--- src/rtl/sha3_pkg.sv ---
// Shared constants and types for the SHA3-256 block padder.
// Build option: define KECCAK_LEGACY_PAD_EN for original Keccak pad10*1 (domain byte 0x01).
package sha3_pkg;

  localparam int unsigned RATE_BYTES = 136;
  localparam int unsigned RATE_LANES = 17;
  localparam int unsigned LANE_W     = 64;

`ifdef KECCAK_LEGACY_PAD_EN
  localparam logic [7:0] PAD_DOMAIN = 8'h01;
`else
  localparam logic [7:0] PAD_DOMAIN = 8'h06;
`endif
  localparam logic [7:0] PAD_END = 8'h80;

  typedef enum logic [1:0] {
    FILL   = 2'd0,
    HOLD   = 2'd1,
    PADBLK = 2'd2
  } state_e;

endpackage

--- src/rtl/sha3_pad_lane.sv ---
// Masks one lane to its valid bytes and ORs in the domain and/or end padding byte.
module sha3_pad_lane
  import sha3_pkg::*;
(
  input  logic [LANE_W-1:0] lane_in,
  input  logic [3:0]        nb,        // bytes kept, 0..8
  input  logic              pad_here,  // domain byte lands at byte nb of this lane
  input  logic              end_byte,  // this lane carries the final byte of the block
  output logic [LANE_W-1:0] lane_out
);

  // Per-byte keep/pad selection.
  always_comb begin
    lane_out = '0;
    for (int k = 0; k < int'(LANE_W / 8); k++) begin
      if (4'(k) < nb) lane_out[8*k +: 8] = lane_in[8*k +: 8];
      if (pad_here && (4'(k) == nb)) lane_out[8*k +: 8] = lane_out[8*k +: 8] | PAD_DOMAIN;
      if (end_byte && (k == int'(LANE_W / 8) - 1)) begin
        lane_out[8*k +: 8] = lane_out[8*k +: 8] | PAD_END;
      end
    end
  end

endmodule

--- src/rtl/sha3_block_padder.sv ---
// Packs 64-bit message lanes into 1088-bit rate blocks and applies SHA3 padding.
// Build option: KECCAK_LEGACY_PAD_EN selects the Keccak domain byte (see sha3_pkg).
module sha3_block_padder
  import sha3_pkg::*;
#(
  parameter int unsigned RATE_LANES = sha3_pkg::RATE_LANES,
  parameter int unsigned LANE_W     = sha3_pkg::LANE_W
) (
  input  logic                         clk,
  input  logic                         reset,
  input  logic [LANE_W-1:0]            in_data,
  input  logic [3:0]                   in_nbytes,
  input  logic                         in_last,
  input  logic                         in_valid,
  output logic                         in_ready,
  output logic [RATE_LANES*LANE_W-1:0] block_out,
  output logic                         block_valid,
  output logic                         block_last,
  input  logic                         block_ready
);

  localparam int unsigned   CNT_W    = $clog2(RATE_LANES);
  localparam logic [CNT_W-1:0] LAST_SLOT = CNT_W'(RATE_LANES - 1);

  state_e                       state_q, state_d;
  logic [CNT_W-1:0]             cnt_q, cnt_d;
  logic [RATE_LANES*LANE_W-1:0] block_q, block_d;
  logic                         last_q, last_d;
  logic                         pend_q, pend_d;
  logic                         armed_q;

  logic [RATE_LANES*LANE_W-1:0] pad_blk;
  logic [3:0]                   n_sat;
  logic [3:0]                   pad_n;
  logic                         accept;
  logic                         boundary;

  assign n_sat    = (in_nbytes > 4'd8) ? 4'd8 : in_nbytes;
  // The padding-only block is the same as an empty last lane in slot 0.
  assign pad_n    = (state_q == PADBLK) ? 4'd0 : n_sat;
  assign in_ready = armed_q && (state_q == FILL);
  assign accept   = in_valid && in_ready;
  // Message ends exactly on a block boundary: padding needs a block of its own.
  assign boundary = in_last && (cnt_q == LAST_SLOT) && (n_sat == 4'd8);

  assign block_out   = block_q;
  assign block_valid = (state_q == HOLD);
  assign block_last  = last_q;

  for (genvar l = 0; l < int'(RATE_LANES); l++) begin : g_lane
    logic [3:0]        nb;
    logic              here;
    logic [LANE_W-1:0] src;

    // Lanes below cnt are kept whole, lane cnt is trimmed, lanes above are cleared.
    always_comb begin
      if (cnt_q > CNT_W'(l))       nb = 4'd8;
      else if (cnt_q == CNT_W'(l)) nb = pad_n;
      else                         nb = 4'd0;
      here = ((cnt_q == CNT_W'(l)) && (pad_n != 4'd8)) ||
             ((cnt_q + 1'b1 == CNT_W'(l)) && (pad_n == 4'd8));
      src  = (cnt_q == CNT_W'(l)) ? in_data : block_q[l*LANE_W +: LANE_W];
    end

    sha3_pad_lane u_pad (
      .lane_in  (src),
      .nb       (nb),
      .pad_here (here),
      .end_byte (l == int'(RATE_LANES) - 1),
      .lane_out (pad_blk[l*LANE_W +: LANE_W])
    );
  end

  // Next-state logic: lane writes, block completion and HOLD release.
  always_comb begin
    state_d = state_q;
    cnt_d   = cnt_q;
    block_d = block_q;
    last_d  = last_q;
    pend_d  = pend_q;
    unique case (state_q)
      FILL: begin
        if (accept) begin
          if (in_last && !boundary) begin
            block_d = pad_blk;
            last_d  = 1'b1;
            state_d = HOLD;
          end else begin
            for (int l = 0; l < int'(RATE_LANES); l++) begin
              if (cnt_q == CNT_W'(l)) block_d[l*LANE_W +: LANE_W] = in_data;
            end
            if (cnt_q == LAST_SLOT) begin
              last_d  = 1'b0;
              pend_d  = boundary;
              state_d = HOLD;
            end else begin
              cnt_d = cnt_q + 1'b1;
            end
          end
        end
      end
      HOLD: begin
        if (block_ready) begin
          block_d = '0;
          cnt_d   = '0;
          last_d  = 1'b0;
          pend_d  = 1'b0;
          state_d = pend_q ? PADBLK : FILL;
        end
      end
      PADBLK: begin
        block_d = pad_blk;
        last_d  = 1'b1;
        state_d = HOLD;
      end
      default: state_d = FILL;
    endcase
  end

  // State registers; reset discards any partial or pending block at once.
  always_ff @(posedge clk or posedge reset) begin
    if (reset) begin
      state_q <= FILL;
      cnt_q   <= '0;
      block_q <= '0;
      last_q  <= 1'b0;
      pend_q  <= 1'b0;
      armed_q <= 1'b0;
    end else begin
      state_q <= state_d;
      cnt_q   <= cnt_d;
      block_q <= block_d;
      last_q  <= last_d;
      pend_q  <= pend_d;
      armed_q <= 1'b1;
    end
  end

  // Byte counts above 8 are illegal on the last beat.
  nbytes_legal_a : assert property (@(posedge clk) disable iff (reset)
    (in_valid && in_ready && in_last) |-> (in_nbytes <= 4'd8));

endmodule

--- config.mk ---
export PLATFORM = sky130hd
export DESIGN_NAME = sha3_block_padder
export DESIGN_NICKNAME = d
export VERILOG_FILES = /design/src/rtl/sha3_pkg.sv /design/src/rtl/sha3_pad_lane.sv /design/src/rtl/sha3_block_padder.sv
export SDC_FILE = /design/constraint.sdc
export NUM_CORES = 2
export LEC_CHECK = 0
export CAP_MARGIN = 20
export CORE_AREA = 2 2 448 450
export CTS_CLUSTER_DIAMETER = 60
export DETAILED_ROUTE_END_ITERATION = 7
export DIE_AREA = 0 0 450 452
export DONT_BUFFER_PORTS = 1
export PLACE_DENSITY = 0.38
export SLEW_MARGIN = 20
export SYNTH_ARGS = -nofsm -noshare
export SYNTH_HDL_FRONTEND = slang
export SYNTH_SLANG_ARGS = --single-unit
export TNS_END_PERCENT = 50
--- constraint.sdc ---
create_clock -name clk -period 60.5 [get_ports clk]
set_clock_uncertainty 0.1 [all_clocks]
set_input_delay 6.05 -clock clk [delete_from_list [all_inputs] [get_ports clk]]
set_output_delay 6.05 -clock clk [all_outputs]
set_load 0.01 [all_outputs]
# [After elaboration in Yosys (flattened, before gate mapping)]
# Index checks and enable logic that the tools add are counted.
# W data, S select, Z words.
[totals] regBits=1098 mem_bits_ro=0 mem_bits_rw=0 latch_bits=0 memories=0 word_cells=892 input_bits=73
[op_classes] n_reduce_logical=220 n_eq_ne=162 n_addsub=1 shifts=0 div_mod_pow=0 magnitude_cmp=154 n_mux=349 mul=0 bitwise=0
[ops] op="$mux W1088" n=3
[ops] op="$pmux W1088 S3" n=1
[ops] op="$mux W64" n=17
[ops] op="$mux W8" n=135
[ops] op="$mux W3" n=136
[ops] op="$eq A3 B4 Y1 const A" n=68
[ops] op="$lt A3 B4 Y1 const A" n=68
[ops] op="$logic_and A1 B1 Y1" n=175
[ops] op="$mux W4" n=36
[ops] op="$eq A2 B4 Y1 const A" n=34
[ops] op="$lt A1 B4 Y1 const A" n=34
[ops] op="$lt A2 B4 Y1 const A" n=34
[ops] op="$eq A5 B4 Y1 const B" n=16
[ops] op="$eq A1 B4 Y1 const A" n=17
[ops] op="$logic_not A4 Y1" n=17
[ops] op="$eq A5 B3 Y1 const B" n=8
[ops] op="$gt A5 B4 Y1 const B" n=8
[ops] op="$eq A5 B2 Y1 const B" n=4
[ops] op="$gt A5 B3 Y1 const B" n=4
[ops] op="$mux W5" n=4
[ops] op="$logic_or A1 B1 Y1" n=17
[ops] op="$eq A5 B1 Y1 const B" n=2
[ops] op="$eq A5 B5 Y1 const B" n=2
[ops] op="$gt A5 B1 Y1 const B" n=2
[ops] op="26 further kinds" n=44

# [Depth between registers and ports, before layout]
[logic_depth] depth_word=11 ltp_mapped=13 ltp_nobuf=9

# [Hierarchy]
# Synthesis repeated with hierarchy kept, for this count alone.
[unflattened] hier_cells=9592 hier_area_um2=81162.8
[modules_own_cells] mod="sha3_block_padder" area_per_inst_um2=70591.5 seq_area_each_um2=27476.4 cells_per_inst=7773 n_inst=1
[modules_own_cells] mod="sha3_pad_lane" area_per_inst_um2=621.8 seq_area_each_um2=0.0 cells_per_inst=107 n_inst=17

# [Worst setup path before layout]
# No wires, ideal clock.
[synth_path] path_kind="in2reg" from="input port in_nbytes[3]" to="register block_q[608] (netlist: block_out[608])" arrival_ns=7.812 setup_time_ns=0.121 n_path_buf=3 cell_stages=8 setup_slack_ns=52.467 required_ns=60.279 path_cell_list="clkbuf_1 or3b_2 buf_2 nor2_1 nand3_1 and3_1 clkbuf_1 a22o_1"
[synth_via] elab_chain_cells=11 word_cells_on_any_way=15 cone_classes="2 x order compare; 1 x eq/ne; 9 x mux; 3 x reduce/logical"
[synth_rtl] element="start: declaration" line="sha3_block_padder.sv:12" text="input logic [3:0] in_nbytes,"
[synth_rtl] element="$gt A4 B4 Y1" line="sha3_block_padder.sv:38" text="assign n_sat = (in_nbytes > 4'd8) ? 4'd8 : in_nbytes;"
[synth_rtl] element="$mux W4 *" line="sha3_block_padder.sv:38"
[synth_rtl] element="$mux W4" line="sha3_block_padder.sv:40" text="assign pad_n = (state_q == PADBLK) ? 4'd0 : n_sat;"
[synth_rtl] element="$mux W4" line="sha3_block_padder.sv:58" text="else if (cnt_q == CNT_W'(l)) nb = pad_n;"
[synth_rtl] element="$mux W4" line="sha3_block_padder.sv:57" text="if (cnt_q > CNT_W'(l)) nb = 4'd8;"
[synth_rtl] element="$lt A3 B4 Y1" line="sha3_pad_lane.sv:16" text="if (4'(k) < nb) lane_out[8*k +: 8] = lane_in[8*k +: 8];"
[synth_rtl] element="$mux W8" line="sha3_pad_lane.sv:16"
[synth_rtl] element="$mux W3" line="sha3_pad_lane.sv:17" text="if (pad_here && (4'(k) == nb)) lane_out[8*k +: 8] = lane_out[8*k +: 8] | PAD_DOMAIN;"
[synth_rtl] element="$mux W1088" line="sha3_block_padder.sv:84" text="if (in_last && !boundary) begin"
[synth_rtl] element="$mux W1088" line="sha3_block_padder.sv:83" text="if (accept) begin"
[synth_rtl] element="$pmux W1088 S3 *" line="sha3_block_padder.sv:81" text="unique case (state_q)"
[synth_rtl] element="end signal: assignment" line="sha3_block_padder.sv:132" text="block_q <= block_d;"
[synth_rtl] element="end: declaration" line="sha3_block_padder.sv:27" text="logic [RATE_LANES*LANE_W-1:0] block_q, block_d;"
# Mark *: on every way between the ends. The rest lies on a longest branch, timed or not. The select of a mux whose other input is x is not followed.
# A chain may end at the register's enable or synchronous reset.

==> impl_metrics.tcl <==
set metrics [dict create \
    cts_sinks 1098 \
    drtIter0Drc 5297 \
    initial_utilization_pct 24.8 \
    synth.top_cell.area_share_pct 55.8 \
    synth-seq-area-share_pct 55.8 \
    fin_ws_ns 50.73 \
    ys_async_sr_fraction_pct 100 \
    max_freq_ghz 0.102 \
    syn2layout_area_growth_pct 15.7 \
    routabilityCongestion 0.932 \
    grt_pass1_vias 41900 \
    layout_common_cells "1,567 x nand2_1, 1,095 x dfrtp_1, 892 x a21oi_1, 285 x nor2_1, 153 x clkbuf_16" \
    clk_latency_ns 0.80 \
    drtPass1Iterations 8 \
    cp_slowest_cell "buf_4" \
    core-area_um2 199000 \
    path_max_fanout 118 \
    final_common_cell "nand2_1" \
    rr_worst_depth 11 \
    maxCapViolCount 0 \
    postCtsSetupRepairBufs 0 \
    cts_made_buffers 148 \
    ys_warn_count 0 \
    leakagePower_nw 23.9 \
    finalNonFillerCells 8018 \
    cts_root_buf "clkbuf_16" \
    multi_input_area_um2 20100 \
    synth.distinct_cells 107 \
    wire_per_inst_um 38.5 \
    clk_pin_slew_ns 0.05 \
    rows 164 \
    drv_slew 0 \
    whs_path_depth 1 \
    netlist_area_um2 49200 \
    top_layer "met4" \
    arrival_ns 10.49 \
    finalHoldViolCount 0 \
    io_buffers 0 \
    synth-main-ff-cell "dfrtp_1" \
    peakVddDrop_mv 0.0328 \
    wl_met3_um 29200 \
    met1_length_um 117000 \
    r2r_end "block_out[529]$_DFFE_PP0P_" \
    start_kind "input pin" \
    grt_max_degree 119 \
    crit_type "in2async" \
    power_density_nw_per_um2 45.1 \
    fin_nets 5329 \
    syn-num-nets 5531 \
    whs_ns 0.396 \
    grt_pass1_wl_um 409000 \
    ff2ff_setup_slack_ns 55.71 \
    fp.dieW_um 450 \
    rsz0062_at_grt "false" \
    min-delay-start "pend_q$_DFFE_PP0P_" \
    synth-edff-count 0 \
    required_ns 61.22 \
    hold_class "reg2reg" \
    syn_inst 5447 \
    place_ws_ns 49.65 \
    worstSetupEndpointType "asynchronous set/reset pin" \
    tightest_slew_ns 1.26 \
    overflow 0 \
    ys_seq_elements 1098 \
    dp_cells 7749 \
    fin_setup_tns_ns 0 \
    grtUsageTotal_pct 29.3 \
    synth.top_cells.by_area "dfrtp_1 56%, nand2_1 12%, a21oi_1 9.2%, clkbuf_1 2.4%, nor2_1 2.3%" \
    antenna_left 0 \
    place_hpwl_um 224000 \
    layout.area.seq_um2 27500 \
    fin_crit_sh_pct 16.2 \
    routed_wl_um 309000 \
    crit_chain "inv_8 > buf_4 > buf_4 > buf_4 > buf_4 > buf_4" \
    synth_top_cell_by_area "dfrtp_1" \
    die_area_um2 203000 \
    drcViolationCount 0 \
    hold_buffers 0 \
    setup_viol_count_final 0 \
    dr_total_vias 44300 \
    drt-vias-per-instance 5.53 \
    cts_tree "built" \
    utilization_pct 28.7 \
    status "finished, final reports clean" \
    antenna_found_initial 9 \
    htree_levels 4 \
    fp.dieH_um 452 \
    dr_wl_met2_um 148000 \
    drive_above_1_share_pct 9.61 \
    finalCriticalPeriod_ns 9.77 \
    fill_cells 21200 \
    crit_path_frequent_cell "buf_4" \
    cts-resized-gates 0 \
    io_pins 1164 \
    hold_end "pend_q$_DFFE_PP0P_" \
    synth.avg_cell_area_um2 9.04 \
    r2r_start "state_q[0]$_DFFE_PP0P_" \
    slew_headroom_pct 15.9 \
    cts_buffer_depth 3 \
    slowest_delay_ns 0.84 \
]
-- how the worst max path moves through the flow --
stage / to / start
floorplan: armed_q$_DFF_PP0_ / reset
global placement: block_out[1037]$_DFFE_PP0P_ / reset
detailed placement: block_out[1036]$_DFFE_PP0P_ / reset
CTS: block_out[845]$_DFFE_PP0P_ / reset
global route: block_out[845]$_DFFE_PP0P_ / reset
finish: block_out[845]$_DFFE_PP0P_ / reset
-- cell usage after synthesis, types with 10 or more instances --
cell          n
a221o_1      26
buf_2       122
a211o_1      10
o22a_1       60
o2bb2ai_1    18
buf_1        36
dfrtp_1    1098
or3_1        10
a32oi_1      11
and2_1       18
o21bai_1     10
clkbuf_1    318
nand4_1      11
o22ai_1      34
o31ai_1      22
a21o_1       17
o21ai_1      10
o211ai_1     60
o21a_1       25
nor2_1      299
nand2b_1     12
nand3_1      48
a31oi_1      40
nand2_1    1581
a22oi_1      12
inv_1        20
o2111ai_1    10
o21ai_0     114
ha_1         11
and3_1       10
a22o_1       84
nor3_1       82
a211oi_1     38
a32o_1       16
a21oi_1     900
-- state kept, by name (all words and copies together) (netlist names) --
register	flops
block_out	1088
block_last	1
pend_q	1
armed_q	1
cnt_q	5
state_q	2
-- through the flow --
| stage | total power, W | cell area (µm²) |
|---|---|---|
| floorplan | 0.00129 | 49200 |
| global placement | 0.00167 | 51900 |
| detailed placement | 0.00167 | 52000 |
| CTS | 0.00257 | 56900 |
| global route | 0.00265 | 56900 |
| finish | 0.00257 | 56900 |
-- worst max-delay path, delay by kind of cell --
kind / cells / cell delay [ns]
buffers and inverters: 6 / 4.21
-- final cells by class --
| cell class | count | share of cell area [%] |
|---|---|---|
| diodes | 12 | 0.0527 |
| clock buffers | 204 | 7.41 |
| clock inverters | 51 | 1.12 |
| inverters | 20 | 0.145 |
| multi-input cells | 3840 | 35.3 |
| flip-flops and latches | 1098 | 48.3 |
| well taps | 2656 | 5.84 |
| repair buffers | 137 | 1.87 |
-- report_power, final --
part	internal, W	switching (W)	total, W
Combinational	0.000160	0.000563	0.000724
Sequential	0.000809	0.000145	0.000955
Clock	0.000528	0.000364	0.000892
-- routing by layer --
| metal | up-vias | GRT usage, % |
|---|---|---|
| met1 | 22900 | 34.8 |
| met4 | 0 | 13.1 |
| met5 | - | 0 |
| met2 | 2456 | 48.2 |
| li1 | 18500 | - |
| met3 | 494 | 9.72 |
-- logic make-up (layout without fill, tap and decap cells) --
| group | after synthesis | after routing | share of synthesized area [%] |
|---|---|---|---|
| AO/OA/AOI/OAI | 1649 | 1649 | 21.2 |
| adder cells (fa/ha/maj) | 11 | 11 | 0.280 |
| buffers and inverters | 509 | 412 | 4.32 |
| flip-flops | 1098 | 1098 | 55.8 |
| multiplexers | 6 | 6 | 0.130 |
| other | 1 | 13 | 0.00762 |
| AND/OR/NAND/NOR | 2173 | 2173 | 18.3 |
(Power assumes the default switching activity.)
